**src/rtl/mem_arbiter_pkg.sv**
```systemverilog
// Shared memory-bus definitions: command encoding, tag type and arbiter owner IDs.
// Imported by the arbiter top and its tag-ownership table.
package mem_arbiter_pkg;

    typedef enum logic [1:0] {
        BUS_NONE  = 2'h0,
        BUS_LOAD  = 2'h1,
        BUS_STORE = 2'h2
    } BUS_COMMAND;

    typedef logic [3:0] MEM_TAG_t;

    typedef enum logic {
        ICACHE = 1'b0,
        DCACHE = 1'b1
    } ARB_OWNER;

    localparam int unsigned TAG_COUNT = 16;

endpackage

```
**src/rtl/mem_tag_table.sv**
```systemverilog
// Outstanding-load ownership table: one {valid, owner} entry per nonzero memory tag.
// One allocate port and one combinational lookup port whose hit can clear the entry at the edge.
module mem_tag_table
    import mem_arbiter_pkg::*;
(
    input  logic     clock,
    input  logic     reset,
    input  logic     alloc_en,
    input  MEM_TAG_t alloc_tag,
    input  ARB_OWNER alloc_owner,
    input  MEM_TAG_t lookup_tag,
    input  logic     clear_en,
    output logic     hit,
    output ARB_OWNER hit_owner
);

    logic [TAG_COUNT-1:0] valid;
    logic [TAG_COUNT-1:0] owner_bits;

    // Tag 0 means "no completion", so entry 0 is never consulted.
    assign hit       = (lookup_tag != '0) && valid[lookup_tag];
    assign hit_owner = ARB_OWNER'(owner_bits[lookup_tag]);

    // NOTE: the allocate write comes after the clear, so when the same tag completes and is
    // re-allocated in one cycle the last non-blocking assignment (the allocation) wins.
    always_ff @(posedge clock) begin
        if (reset) begin
            valid <= '0;
        end else begin
            if (clear_en) begin
                valid[lookup_tag] <= 1'b0;
            end
            if (alloc_en) begin
                valid[alloc_tag] <= 1'b1;
            end
        end
    end

    // NOTE: owner bits are not reset; they are only ever read through a set valid bit.
    always_ff @(posedge clock) begin
        if (alloc_en) begin
            owner_bits[alloc_tag] <= alloc_owner;
        end
    end

endmodule

```
**src/rtl/mem_arbiter.sv**
```systemverilog
// Icache/Dcache arbiter for the single processor-memory port with starvation guard
// and tag-based routing of load completions back to the issuing cache.
module mem_arbiter
    import mem_arbiter_pkg::*;
#(
    parameter int unsigned STARVE_LIMIT = 4
) (
    input  logic        clock,
    input  logic        reset,
    input  logic [1:0]  Icache2mem_command,
    input  logic [31:0] Icache2mem_addr,
    input  logic [1:0]  Dcache2mem_command,
    input  logic [31:0] Dcache2mem_addr,
    input  logic [63:0] Dcache2mem_data,
    input  logic [3:0]  mem2proc_response,
    input  logic [63:0] mem2proc_data,
    input  logic [3:0]  mem2proc_tag,
    output logic [1:0]  proc2mem_command,
    output logic [31:0] proc2mem_addr,
    output logic [63:0] proc2mem_data,
    output logic [3:0]  mem2Icache_response,
    output logic [3:0]  mem2Dcache_response,
    output logic [63:0] mem2Icache_data,
    output logic [63:0] mem2Dcache_data,
    output logic [3:0]  mem2Icache_tag,
    output logic [3:0]  mem2Dcache_tag,
    output logic        granted_dcache
);

    localparam logic [3:0] LIMIT = 4'(STARVE_LIMIT);

    logic       i_req;
    logic       d_req;
    logic       grant_i;
    logic       grant_d;
    logic       accepted;
    logic [3:0] starve_cnt;
    logic [3:0] starve_next;
    logic       alloc_en;
    logic       hit;
    ARB_OWNER   hit_owner;

    // Requests are masked during reset so every output sits at its idle value.
    assign i_req    = !reset && (Icache2mem_command != BUS_NONE);
    assign d_req    = !reset && (Dcache2mem_command != BUS_NONE);
    assign accepted = (mem2proc_response != '0);

    // NOTE: every always_comb output gets a default first so no path can infer a latch.
    always_comb begin
        grant_i = 1'b0;
        grant_d = 1'b0;
        if (d_req && (!i_req || starve_cnt != LIMIT)) begin
            grant_d = 1'b1;
        end else if (i_req) begin
            grant_i = 1'b1;
        end
    end

    always_comb begin
        proc2mem_command    = BUS_NONE;
        proc2mem_addr       = '0;
        proc2mem_data       = '0;
        mem2Icache_response = '0;
        mem2Dcache_response = '0;
        if (grant_d) begin
            proc2mem_command    = Dcache2mem_command;
            proc2mem_addr       = Dcache2mem_addr;
            proc2mem_data       = Dcache2mem_data;
            mem2Dcache_response = mem2proc_response;
        end else if (grant_i) begin
            proc2mem_command    = Icache2mem_command;
            proc2mem_addr       = Icache2mem_addr;
            mem2Icache_response = mem2proc_response;
        end
    end

    assign granted_dcache = grant_d;

    // A granted Icache that memory refuses keeps its count, so it stays forced next cycle.
    always_comb begin
        starve_next = starve_cnt;
        if (!i_req) begin
            starve_next = '0;
        end else if (!grant_i) begin
            if (starve_cnt != LIMIT) begin
                starve_next = starve_cnt + 4'd1;
            end
        end else if (accepted) begin
            starve_next = '0;
        end
    end

    always_ff @(posedge clock) begin
        if (reset) begin
            starve_cnt <= '0;
        end else begin
            starve_cnt <= starve_next;
        end
    end

    assign alloc_en = accepted && (proc2mem_command == BUS_LOAD);

    mem_tag_table u_tag_table (
        .clock       (clock),
        .reset       (reset),
        .alloc_en    (alloc_en),
        .alloc_tag   (mem2proc_response),
        .alloc_owner (grant_d ? DCACHE : ICACHE),
        .lookup_tag  (mem2proc_tag),
        .clear_en    (hit && !reset),
        .hit         (hit),
        .hit_owner   (hit_owner)
    );

    assign mem2Icache_data = mem2proc_data;
    assign mem2Dcache_data = mem2proc_data;
    assign mem2Icache_tag  = (!reset && hit && hit_owner == ICACHE) ? mem2proc_tag : '0;
    assign mem2Dcache_tag  = (!reset && hit && hit_owner == DCACHE) ? mem2proc_tag : '0;

endmodule

```
**config.mk**
```make
export PLATFORM = sky130hd
export DESIGN_NAME = mem_arbiter
export DESIGN_NICKNAME = d
export VERILOG_FILES = /design/src/rtl/mem_arbiter_pkg.sv /design/src/rtl/mem_tag_table.sv /design/src/rtl/mem_arbiter.sv
export SDC_FILE = /design/constraint.sdc
export NUM_CORES = 1
export LEC_CHECK = 0
export BUFFER_PORTS_ARGS = -buffer_cell sky130_fd_sc_hd__buf_2
export CAP_MARGIN = 30
export CORE_AREA = 2 2 172 174
export DETAILED_ROUTE_END_ITERATION = 16
export DIE_AREA = 0 0 174 176
export SLEW_MARGIN = 40
export SYNTH_ARGS = -nofsm -noshare
export SYNTH_HDL_FRONTEND = slang
export SYNTH_SLANG_ARGS = --single-unit
```
**constraint.sdc**
```tcl
create_clock -name clock -period 2.8 [get_ports clock]
set_input_delay 0.56 -clock clock [delete_from_list [all_inputs] [get_ports clock]]
set_output_delay 0.56 -clock clock [all_outputs]
set_load 0.01 [all_outputs]
```
==> results_dict.tcl <==
set metrics [dict create \
    dpl_cell_area_mm2 0.00453 \
    synth.distinct_cells 44 \
    synth_top_area_share 0.264 \
    final_layout_size_suffix_gt1_frac 0.466 \
    num_antenna_cells 0 \
    cts_sinks 35 \
    dp_cells 994 \
    grt_max_degree 64 \
    synthFlopType "dfxtp_1" \
    dieHeight_um 176 \
    skew_ns 0.00318 \
    die_x_um 174 \
    critPathKind "reg -> out" \
    fp-row-count 62 \
    status "completed" \
    ctsHoldBuffers 0 \
    nets 829 \
    hold_violations 0 \
    yosys-top-cells-area "buf_4, and2_1, edfxtp_1" \
    cp_top_family "simple AND/OR/NAND/NOR gates" \
    area_delta_synth_final_pct 28.8 \
    leakage_nw 2.43 \
    die_area_mm2 0.0306 \
    hold_path_class "reg -> reg" \
    stdcell_count 1006 \
    antenna_found_initial 4 \
    timing.fmax_mhz 364 \
    fin_setup_tns_ns 0 \
    ios 449 \
    max_stage_delay_ns 0.39 \
    viasPerCell 3.73 \
    synth_top_area_cell "buf_4" \
    cts_buffer_depth 2 \
    setup_violations 0 \
    seq_area_frac_synth 0.229 \
    min_period_over_period 0.981 \
    worst_pin_slew_ns 0.528 \
    postSynthCellCount 500 \
    cts_tree "built" \
    synth-async-reset-ratio 0 \
    drtIter0Drc 265 \
    synth-edff-count 16 \
    finish.instance_area_mm2 0.00484 \
    slew_viol_final 0 \
    portBuffers 256 \
    fillCellCount 3319 \
    slowest_stage "a211o_4" \
    cts-root-buf "clkbuf_16" \
    ys.warnings.count 0 \
    dp_hpwl_um 11900 \
    utilization 0.170 \
    syn-cell-area_mm2 0.00376 \
    grt_pass1_vias 3390 \
    dp_slack_ns 0.0155 \
    clock_latency_ns 0.27 \
    synth.most_common_cell "buf_4" \
    synth_common_cells "buf_4, and2_1, nand2_1" \
    fin_crit_ns 2.75 \
    cts.clk_slew.worst_paths_ns 0.05 \
    ir_drop_mv 0.229 \
    gp_congestion 0.803 \
    crit_arrival_ns 2.19 \
    synth_nets 708 \
    max-cap-violations 0 \
    drc_errors 0 \
    grt_pass1_wl_um 20500 \
    cts_buffers 5 \
    start_util 0.132 \
    power_density_mw_per_mm2 343 \
    critPathLaunchType "register" \
    hold_slack_ns 0.463 \
    ys_seq_elements 35 \
    setup_ws_ns 0.0528 \
    ant_nets 0 \
    worst-path-buf-inv 3 \
    relSlewSlack 0.647 \
    path_cells "inv_1 -> ha_1 -> and3b_2 -> a211o_4 -> buf_8 -> nand3_1 -> nand2_1 -> buf_2" \
    via_count 3752 \
    wl_per_cell_um 15.5 \
    wirelength_um 15600 \
    core_mm2 0.0285 \
    syn_area_per_cell_um2 7.51 \
    total_power_mw 1.66 \
    critPathCaptureType "output port" \
    cts.htree.levels 2 \
    crit_fanout 39 \
    grt_usage 0.0866 \
    grt-ovfl-total 0 \
    first_pass_iters 5 \
    crit_required_ns 2.24 \
]
## timing repair
| action | 4_1_cts | 5_1_grt |
|---|---|---|
| setup buffers | 0 | 0 |
| pin swaps | 0 | 1 |
| resized for setup | 2 | 20 |
| endpoints found under the setup margin | 4 | 50 |
| cloned | 0 | 4 |
## layout by cell type (no fill, tap or decap), types with 3 or more instances in the layout
master and n:
buf_2 254, and2_1 77, nand2_1 75, nand3_1 35
nor2_1 22, dfxtp_1 18, edfxtp_1 16, o21ai_0 11
o211ai_1 9, a21oi_1 8, clkbuf_16 8, buf_4 8
inv_1 6, nor3_1 6, nand2b_1 6, mux2i_1 6
mux4_1 5, o311ai_0 5, and3_1 3, o21a_1 3
buf_12 3
## cell type report
cell class	instances	area, um2	share of cell area
well taps	384	480	0.0993
inverters	8	42.5	0.00879
flip-flops and latches	35	862	0.178
multi-input cells	299	1780	0.368
repair buffers	272	1520	0.314
clock buffers	8	156	0.0323
## worst register-to-register path, stage by stage, from the launching register on
cell	delay, ns
dfxtp_2	0.35
inv_1	0.06
ha_1	0.19
and3b_2	0.26
a21oi_1	0.28
o211a_1	0.22
nand2b_1	0.25
nor3_1	0.24
## logic make-up (layout without fill, tap and decap cells)
group	Yosys count	after routing	share of synthesized area
flip-flops	35	35	0.229
AO/OA/AOI/OAI	51	51	0.0946
buffers and inverters	166	288	0.302
AND/OR/NAND/NOR	232	232	0.309
other	1	1	0.000998
adder cells (fa/ha/maj)	2	2	0.00666
multiplexers	13	13	0.0570
## routing by layer
metal,GRT usage,wire (um),up-vias
met4,0.0175,222,4
li1,-,-,1760
met3,0.0409,1670,29
met2,0.133,7200,235
met5,0,26,-
met1,0.111,6510,1724
## power by group
part / leakage (nW) / internal, mW / switching [mW] / total, mW
sequential: 0.290 / 0.543 / 0.00368 / 0.547
clock: 0.0772 / 0.378 / 0.191 / 0.569
combinational: 2.06 / 0.246 / 0.299 / 0.545
total: 2.43 / 1.17 / 0.494 / 1.66
## worst paths after layout
path / from / depth (start not counted) / slack (ns) / endpoint
setup / recovery: starve_cnt[0] / 8 / 0.05 / proc2mem_addr[20]
hold / removal: starve_cnt[3] / 1 / 0.46 / starve_cnt[3]
setup reg to reg: starve_cnt[0] / 7 / 0.64 / u_tag_table.owner_bits[2]
hold reg to reg: starve_cnt[3] / 1 / 0.46 / starve_cnt[3]
## sequential cells by signal (all words and copies together) (netlist names)
name                    cells
u_tag_table.owner_bits     16
starve_cnt                  4
u_tag_table.valid          15
Power figures use the tool's default switching activity.
